**config.mk**
```make
export PLATFORM = sky130hd
export DESIGN_NAME = sram_uart_tx_interface
export DESIGN_NICKNAME = d
export VERILOG_FILES = /design/src/rtl/sram_uart_tx_interface_pkg.sv /design/src/rtl/sram_uart_tx_interface_uart_tx_byte.sv /design/src/rtl/sram_uart_tx_interface.sv
export SDC_FILE = /design/constraint.sdc
export NUM_CORES = 1
export LEC_CHECK = 0
export ABC_AREA = 1
export CAP_MARGIN = 30
export CORE_UTILIZATION = 35
export DETAILED_ROUTE_END_ITERATION = 7
export PLACE_DENSITY = 0.58
export SLEW_MARGIN = 20
export SYNTH_ARGS = -nofsm -noshare
export SYNTH_HDL_FRONTEND = slang
export SYNTH_SLANG_ARGS = --single-unit
```
**constraint.sdc**
```tcl
create_clock -name CLOCK_50_I -period 2.15 [get_ports CLOCK_50_I]
set_clock_uncertainty 0.1 [all_clocks]
set_input_delay 0.645 -clock CLOCK_50_I [delete_from_list [all_inputs] [get_ports CLOCK_50_I]]
set_output_delay 0.645 -clock CLOCK_50_I [all_outputs]
set_load 0.01 [all_outputs]
```
**src/rtl/sram_uart_tx_interface_pkg.sv**
```systemverilog
// Shared types for the board's SRAM <-> UART data path.
package sram_uart_tx_interface_pkg;

  localparam int UART_CLKS_PER_BIT = 434;

  typedef enum logic [1:0] {
    S_TOP_IDLE,
    S_UART_RX,
    S_UART_TX
  } top_state_type;

  typedef enum logic [2:0] {
    S_TX_IDLE,
    S_TX_REQ,
    S_TX_WAIT,
    S_TX_LATCH,
    S_TX_HI,
    S_TX_LO,
    S_TX_DONE
  } tx_state_type;

endpackage

```
**src/rtl/sram_uart_tx_interface_uart_tx_byte.sv**
```systemverilog
// 8N1 byte serializer: one tx_load starts a 10-bit frame, LSB first.
module uart_tx_byte #(
  parameter int CLKS_PER_BIT = 434
) (
  input  logic       CLOCK_50_I,
  input  logic       resetn,
  input  logic       tx_load,
  input  logic [7:0] tx_data,
  output logic       tx_busy,
  output logic       tx_done,
  output logic       UART_TX_O
);

  localparam int BW = (CLKS_PER_BIT > 1) ? $clog2(CLKS_PER_BIT) : 1;
  localparam logic [BW-1:0] BAUD_LAST = BW'(CLKS_PER_BIT - 1);

  logic [BW-1:0] baud_q, baud_d;
  logic [3:0]    bit_q, bit_d;
  logic [9:0]    shift_q, shift_d;
  logic          busy_q, busy_d;
  logic          line_q, line_d;
  logic          bit_end;

  assign bit_end = busy_q && (baud_q == BAUD_LAST);
  // Pulses at the end of the last data bit, so the caller can fetch the
  // next byte while the stop bit is still on the line.
  assign tx_done   = bit_end && (bit_q == 4'd8);
  assign tx_busy   = busy_q;
  assign UART_TX_O = line_q;

  always_comb begin
    baud_d  = baud_q;
    bit_d   = bit_q;
    shift_d = shift_q;
    busy_d  = busy_q;
    line_d  = line_q;
    if (tx_load && !busy_q) begin
      shift_d = {1'b1, tx_data, 1'b0};
      line_d  = 1'b0;
      baud_d  = '0;
      bit_d   = '0;
      busy_d  = 1'b1;
    end else if (busy_q) begin
      if (bit_end) begin
        baud_d = '0;
        if (bit_q == 4'd9) begin
          busy_d = 1'b0;
          line_d = 1'b1;
        end else begin
          bit_d   = bit_q + 4'd1;
          shift_d = {1'b1, shift_q[9:1]};
          line_d  = shift_q[1];
        end
      end else begin
        baud_d = baud_q + 1'b1;
      end
    end
  end

  always_ff @(posedge CLOCK_50_I or negedge resetn) begin
    if (!resetn) begin
      baud_q  <= '0;
      bit_q   <= '0;
      shift_q <= '0;
      busy_q  <= 1'b0;
      line_q  <= 1'b1;
    end else begin
      baud_q  <= baud_d;
      bit_q   <= bit_d;
      shift_q <= shift_d;
      busy_q  <= busy_d;
      line_q  <= line_d;
    end
  end

endmodule

```
**src/rtl/sram_uart_tx_interface.sv**
```systemverilog
// Dumps Word_count SRAM words from Base_address over the UART, high byte first.
module sram_uart_tx_interface
  import sram_uart_tx_interface_pkg::*;
#(
  parameter int CLKS_PER_BIT      = UART_CLKS_PER_BIT,
  parameter int SRAM_READ_LATENCY = 2
) (
  input  logic        CLOCK_50_I,
  input  logic        resetn,
  input  logic        Start,
  input  logic [17:0] Base_address,
  input  logic [17:0] Word_count,
  output logic [17:0] SRAM_address,
  input  logic [15:0] SRAM_read_data,
  output logic        SRAM_we_n,
  output logic        UART_TX_O,
  output logic        Busy,
  output logic        Done
);

  localparam int WW = (SRAM_READ_LATENCY > 2) ? $clog2(SRAM_READ_LATENCY) : 1;
  localparam logic [WW-1:0] WAIT_LAST =
    WW'((SRAM_READ_LATENCY > 1) ? SRAM_READ_LATENCY - 2 : 0);

  tx_state_type  state_q, state_d;
  logic [17:0]   addr_q, addr_d;
  logic [17:0]   rem_q, rem_d;
  logic [17:0]   rd_addr_q, rd_addr_d;
  logic [15:0]   word_q, word_d;
  logic [WW-1:0] wait_q, wait_d;
  logic          sent_q, sent_d;

  logic          tx_load, tx_busy, tx_done;
  logic [7:0]    tx_data;

  assign SRAM_we_n = 1'b1;
  assign Busy      = (state_q != S_TX_IDLE) && !Done;

  always_comb begin
    state_d      = state_q;
    addr_d       = addr_q;
    rem_d        = rem_q;
    rd_addr_d    = rd_addr_q;
    word_d       = word_q;
    wait_d       = wait_q;
    sent_d       = sent_q;
    tx_load      = 1'b0;
    tx_data      = word_q[15:8];
    Done         = 1'b0;
    SRAM_address = rd_addr_q;
    case (state_q)
      S_TX_IDLE: begin
        if (Start) begin
          addr_d  = Base_address;
          rem_d   = Word_count;
          state_d = S_TX_REQ;
        end
      end
      S_TX_REQ: begin
        if (rem_q == '0) begin
          state_d = S_TX_DONE;
        end else begin
          // Address goes out this cycle and is then held by rd_addr_q.
          SRAM_address = addr_q;
          rd_addr_d    = addr_q;
          wait_d       = '0;
          state_d      = (SRAM_READ_LATENCY > 1) ? S_TX_WAIT : S_TX_LATCH;
        end
      end
      S_TX_WAIT: begin
        if (wait_q == WAIT_LAST) state_d = S_TX_LATCH;
        else                     wait_d  = wait_q + 1'b1;
      end
      S_TX_LATCH: begin
        word_d  = SRAM_read_data;
        state_d = S_TX_HI;
      end
      S_TX_HI, S_TX_LO: begin
        tx_data = (state_q == S_TX_HI) ? word_q[15:8] : word_q[7:0];
        if (!sent_q && !tx_busy) begin
          tx_load = 1'b1;
          sent_d  = 1'b1;
        end
        if (sent_q && tx_done) begin
          sent_d = 1'b0;
          if (state_q == S_TX_HI) begin
            state_d = S_TX_LO;
          end else begin
            rem_d   = rem_q - 18'd1;
            addr_d  = addr_q + 18'd1;
            state_d = (rem_q == 18'd1) ? S_TX_DONE : S_TX_REQ;
          end
        end
      end
      S_TX_DONE: begin
        // Hold until the final stop bit has left the line.
        if (!tx_busy) begin
          Done    = 1'b1;
          state_d = S_TX_IDLE;
        end
      end
      default: state_d = S_TX_IDLE;
    endcase
  end

  always_ff @(posedge CLOCK_50_I or negedge resetn) begin
    if (!resetn) begin
      state_q   <= S_TX_IDLE;
      addr_q    <= '0;
      rem_q     <= '0;
      rd_addr_q <= '0;
      word_q    <= '0;
      wait_q    <= '0;
      sent_q    <= 1'b0;
    end else begin
      state_q   <= state_d;
      addr_q    <= addr_d;
      rem_q     <= rem_d;
      rd_addr_q <= rd_addr_d;
      word_q    <= word_d;
      wait_q    <= wait_d;
      sent_q    <= sent_d;
    end
  end

  uart_tx_byte #(
    .CLKS_PER_BIT (CLKS_PER_BIT)
  ) u_tx (
    .CLOCK_50_I (CLOCK_50_I),
    .resetn     (resetn),
    .tx_load    (tx_load),
    .tx_data    (tx_data),
    .tx_busy    (tx_busy),
    .tx_done    (tx_done),
    .UART_TX_O  (UART_TX_O)
  );

endmodule

```
# --- Word-level counts from Yosys, hierarchy flattened ---
# Index checks and enable logic that the tools add are counted.
classes:
  eq_ne: 17
  n_mux: 48
  reduce_logical: 24
  addsub: 5
op_table:
  columns: ["op", "count"]
  rows:
  - ["two-way mux 18 bit", 8]
  - ["one-hot mux 18 bit (2 select lines)", 2]
  - ["two-way mux 10 bit", 4]
  - ["two-way mux 9 bit", 3]
  - ["two-way mux 3 bit", 7]
  - ["adder 18 x 1 -> 18 bit, second input constant", 1]
  - ["equality test 18 x 1 -> 1 bit, second input constant", 1]
  - ["zero test 18 bit", 1]
  - ["one-hot mux 3 bit (6 select lines)", 1]
  - ["subtractor 18 x 1 -> 18 bit, second input constant", 1]
  - ["two-way mux 1 bit", 16]
  - ["two-way mux 4 bit", 4]
  - ["two-way mux 8 bit", 2]
  - ["inequality test 2 bit, second input constant", 6]
  - ["nonzero test 2 bit", 5]
  - ["adder 9 x 1 -> 9 bit, second input constant", 1]
  - ["equality test 3 bit, second input constant", 3]
  - ["equality test 9 bit, second input constant", 1]
  - ["equality test 4 bit, second input constant", 2]
  - ["AND reduction 4 bit", 2]
  - ["equality test 3 x 2 -> 1 bit, second input constant", 2]
  - ["logical AND 1 bit", 6]
  - ["AND reduction 2 bit", 3]
  - ["adder 4 x 1 -> 4 bit, second input constant", 1]
  - ["other kinds (9)", 11]
word_totals:
  in_bits: 55
  register_bits: 100

# --- Longest topological paths before layout ---
# Gate-level depths: netlist of the first run.
logic_depth:
  ltp_word: 7
  ltp_mapped: 12
  ltp_nobuf: 11

# --- Cells and area by module ---
# A second synthesis of the first run with hierarchy kept.
hier_totals:
  cells_unflattened: 787
  area_unflattened_um2: 5774.3
modules_own_cells:
  columns: ["module", "cells_each", "seq_area_each_um2", "instances", "area_each_um2"]
  rows:
  - ["sram_uart_tx_interface", 596, 1851.8, 1, 4330.4]
  - ["uart_tx_byte", 191, 601.8, 1, 1443.9]

# --- Worst setup path before layout of the first run ---
# OpenSTA, ideal clock, no wires.
synth_timing:
  path_kind: "flip-flop to output port"
  startpoint: "register rem_q[0]"
  endpoint: "output port SRAM_address[15]"
  setup_slack_ns: -0.241
  arrival_ns: 1.646
  stages_incl_launch_ff: 10
  required_time_ns: 1.405
  n_path_buf: 1
  path_cell_list: "dfrtp_1 -> inv_1 -> ha_1 -> nand3_2 -> nor2_4 -> nand2_2 -> o21ai_4 -> buf_6 -> nand2_1 -> o21ai_0"
synth_via:
  elab_chain_len: 3
synth_lines:
  columns: ["item", "line_no", "source"]
  rows:
  - ["start: declaration", "sram_uart_tx_interface.sv:27", "logic [17:0] rem_q, rem_d;"]
  - ["start signal: assignment", "sram_uart_tx_interface.sv:118", "rem_q <= rem_d;"]
  - ["zero test 18 bit", "sram_uart_tx_interface.sv:60", "if (rem_q == '0) begin"]
  - ["two-way mux 18 bit (2 in a row)", null, null]
  - ["end: declaration", "sram_uart_tx_interface.sv:13", "output logic [17:0] SRAM_address,"]
# Every way passes these cells.

# --- Final worst setup path of the first run ---
layout_timing:
  startpoint: "register rem_q[1]"
  endpoint: "output port SRAM_address[0]"
# Same word-level chain as after synthesis.

==> flow_metrics.py, run 1 <==
metrics = {
    "power_and_ir_drop": {
        "vdd_drop_max_mv": 0.6151,
        "p_total_w": 0.01124,
        "comb_power_share_pct": 57.3,
        "intPower_w": 0.006370,
        "leakagePower_nw": 3.796,
        "power_frac_clock_pct": 14.6,
        "powerDensity_nw_per_um2": 1446,
        "switching_share_pct": 43.34,
        "netSwitchingPower_w": 0.004872,
        "seq_power_share_pct": 28.1,
    },
    "yosys": {
        "synth_nets": 798,
        "netlist_instances": 735,
        "synth_area_per_cell_sq_um": 7.723,
        "synth_cell_types": 47,
        "synth_seq_cells": 98,
        "synth_warnings": 0,
        "yosysSeqAreaShare_pct": 43.22,
        "syn_area_sq_um": 5677,
    },
    "placement": {
        "dpl.cell_count": 1055,
        "dpl_worst_slack_ns": -0.5989,
        "dpl.hpwl_mm": 9.570,
        "place_congestion": 0.7896,
        "io_buffer_count": 75,
    },
    "run_status": {
        "status": "complete, but fails checks",
        "violations": "setup timing",
    },
    "floorplanning": {
        "fp.coreArea_sq_um": 15890,
        "die_x_microns": 129.4,
        "initial_core_util_pct": 35.74,
        "placementRows": 46,
        "die_y_microns": 129.4,
        "design.die.area_sq_um": 16730,
        "io_pins": 77,
    },
    "global_route": {
        "grt_max_degree": 43,
        "grt_util_all_layers_pct": 17.32,
        "antenna_found_initial": 0,
        "grt_pass1_wl_mm": 22.80,
        "grt.overflow.total": 0,
        "grt_pass1_vias": 4781,
    },
    "setup_path": {
        "crit_fanout": 8,
        "required_ns": 1.40,
        "start_kind": "register",
        "criticalPathCategory": "register to primary output",
        "arrival_ns": 2.04,
        "cp-end-kind": "primary output",
    },
    "cts": {
        "hold_buffers": 0,
        "clockBufferDepth": 2,
        "cts_root_buf": "clkbuf_16",
        "clkSlewWorstSetupHoldPaths_ns": 0.08,
        "cts_tree": "yes",
        "cts_made_buffers": 9,
        "htreeDepth": 3,
        "cts.sinks": 98,
        "clk_latency_ns": 0.35,
    },
    "detailed_routing": {
        "drt_iter0_drc": 225,
        "wl_mm": 14.12,
        "wl_met2_mm": 6.697,
        "wl_per_cell_microns": 12.80,
        "dr.max_layer_used": "met4",
        "antenna_left": 0,
        "wl_met1_mm": 6.775,
        "route.detailed.drc": 0,
        "vias": 5058,
        "first_pass_iters": 5,
        "wl_met3_microns": 504,
        "via_per_inst": 4.586,
    },
    "worst_hold_path": {
        "hp-class": "primary input to async pin",
    },
    "timing": {
        "layout_setup_ws_ns": -0.6309,
        "maxSlewViolCount": 0,
        "setup_tns_ns": -11.24,
        "finalHoldViolCount": 0,
        "period_share_pct": 129.3,
        "max_freq_mhz": 359.6,
        "rsz0062_at_grt": "yes",
        "setup_viol": 20,
        "hold-worst-slack_ns": 0.09174,
        "period_minus_slack_ns": 2.781,
    },
    "final_layout": {
        "antenna_cells": 0,
        "layout-drive-gt1-share_pct": 24.46,
        "syn2layout_area_growth_pct": 36.92,
        "fill_cells": 1553,
        "final_cells": 1103,
        "fin_nets": 945,
    },
    "flow_run": {
        "maxCapViolCount": 0,
    },
}
## placed cells by master, fill, tap and decap left out, drive strengths merged, types with 2 or more instances in the layout
cell,count
xor2,11
a21oi,15
o211ai,2
clkinv,5
nand2,243
o31ai,2
inv,76
mux2i,6
o21ai,71
ha,8
nand4,7
nand3b,3
dfrtp,97
a31oi,6
nor3,8
mux2,10
nand3,52
buf,109
o22ai,3
a211oi,2
nor2,77
clkbuf,11
clkdlybuf4s50,53
or2,2
## area by class of cell
class	instances	area [sq um]	share of cell area (%)
Inverter	74	290.3	3.735
Sequential cell	98	2454	31.57
Tap cell	216	270.3	3.477
Timing Repair Buffer	165	1531	19.70
Clock inverter	7	81.33	1.046
Clock buffer	9	225.2	2.898
Multi-Input combinational cell	534	2920	37.57
## synthesized netlist by cell type (all sizes together)
cell type	number	share of area, %
inv	73	4.9
clkinv	1	0.066
a21oi	15	1.3
or2	2	0.26
buf	27	4.0
mux2	10	2.0
o21bai	1	0.13
o21ai	71	7.5
nand4	7	0.77
nor4	1	0.11
nand2	243	17
clkbuf	2	0.15
a21boi	1	0.13
nor3b	1	0.13
a211oi	2	0.35
o211ai	2	0.26
dfstp	1	0.46
mux2i	6	1.1
conb	1	0.066
nand3	52	5.2
nor3	8	0.97
nor2	77	5.4
a21o	1	0.13
o31ai	2	0.26
ha	8	1.8
xor2	11	1.7
o22ai	3	0.33
dfrtp	97	43
nand3b	3	0.40
a31oi	6	0.66
## worst paths after layout
path / startpoint / end / slack (ns) / depth (start not counted)
worst max-delay path: rem_q[1] / SRAM_address[0] / -0.63 / 11
worst min-delay path: resetn / word_q[4] / 0.09 / 1
worst max register to register: state_q[1] / rem_q[9] / 0.12 / 13
worst min register to register: rd_addr_q[2] / rd_addr_q[2] / 0.37 / 2
max in group asynchronous: resetn / rem_q[8] / 1.27 / 2
min in group CLOCK_50_I: rd_addr_q[2] / rd_addr_q[2] / 0.37 / 2
## stage by stage
step           instance area [sq um]  util [%]
6_report                        7772     48.93
5_1_grt                         7772     48.93
4_1_cts                         7508     47.27
3_5_place_dp                    7017     44.17
3_3_place_gp                    7017     44.17
2_1_floorplan                   5749         -
## layer usage
layer  vias up  global-route usage [%]
li1       2646                       -
met1      2326                   23.44
met2        75                   28.40
met3        11                   3.262
met4         0                   4.498
met5         -                       0
## state kept, by name, indices dropped and copies added, names as in the netlist
| register | flops |
|---|---|
| rd_addr_q | 18 |
| u_tx.shift_q | 9 |
| u_tx.baud_q | 9 |
| u_tx.tx_busy | 1 |
| u_tx.UART_TX_O | 1 |
| sent_q | 1 |
| word_q | 16 |
| addr_q | 18 |
| state_q | 3 |
| u_tx.bit_q | 4 |
| rem_q | 18 |
## logic make-up after synthesis
| family | share of synthesized area (%) |
|---|---|
| AND/OR/NAND/NOR | 30.06 |
| XOR/XNOR | 1.697 |
| multiplexers | 3.042 |
| AO/OA/AOI/OAI | 11.04 |
| buffers and inverters | 9.103 |
| other | 0.06606 |
| adder cells (fa/ha/maj) | 1.763 |
| flip-flops | 43.22 |
## worst max-delay path, cell delays in order, from the launching register on
cell	delay (ns)
dfrtp_1	0.40
inv_2	0.09
ha_4	0.15
nand3_4	0.08
nor2_4	0.10
nand2_2	0.08
o21ai_4	0.22
buf_12	0.15
buf_16	0.13
buf_6	0.10
o21ai_2	0.05
buf_2	0.14
## power by group through the flow
| stage | registers, W | clock network, W | logic [W] |
|---|---|---|---|
| after CTS | 0.00314 | 0.00169 | 0.00604 |
| after floorplan | 0.00310 | 0 | 0.00395 |
| after detailed placement | 0.00316 | 0 | 0.00576 |
| after global routing | 0.00326 | 0.00176 | 0.00725 |
| after global placement | 0.00316 | 0 | 0.00570 |
| final | 0.00316 | 0.00164 | 0.00644 |
## timing repair
action,CTS,global route
pin swaps,5,9
endpoints found under the setup margin,21,63
resized for setup,104,36
cloned,2,2
buffers inserted,16,13
Power figures use the tool's default switching activity.
==> run 2, diff against run 1 <==
--- a/config.mk
+++ b/config.mk
@@ -6,7 +6,6 @@
 export NUM_CORES = 1
 export LEC_CHECK = 0
 export ABC_AREA = 1
-export CAP_MARGIN = 30
 export CORE_UTILIZATION = 35
 export DETAILED_ROUTE_END_ITERATION = 7
 export PLACE_DENSITY = 0.58
==> results of run 2 <==
The final DEF is identical to that of run 1; final timing and power are the same.
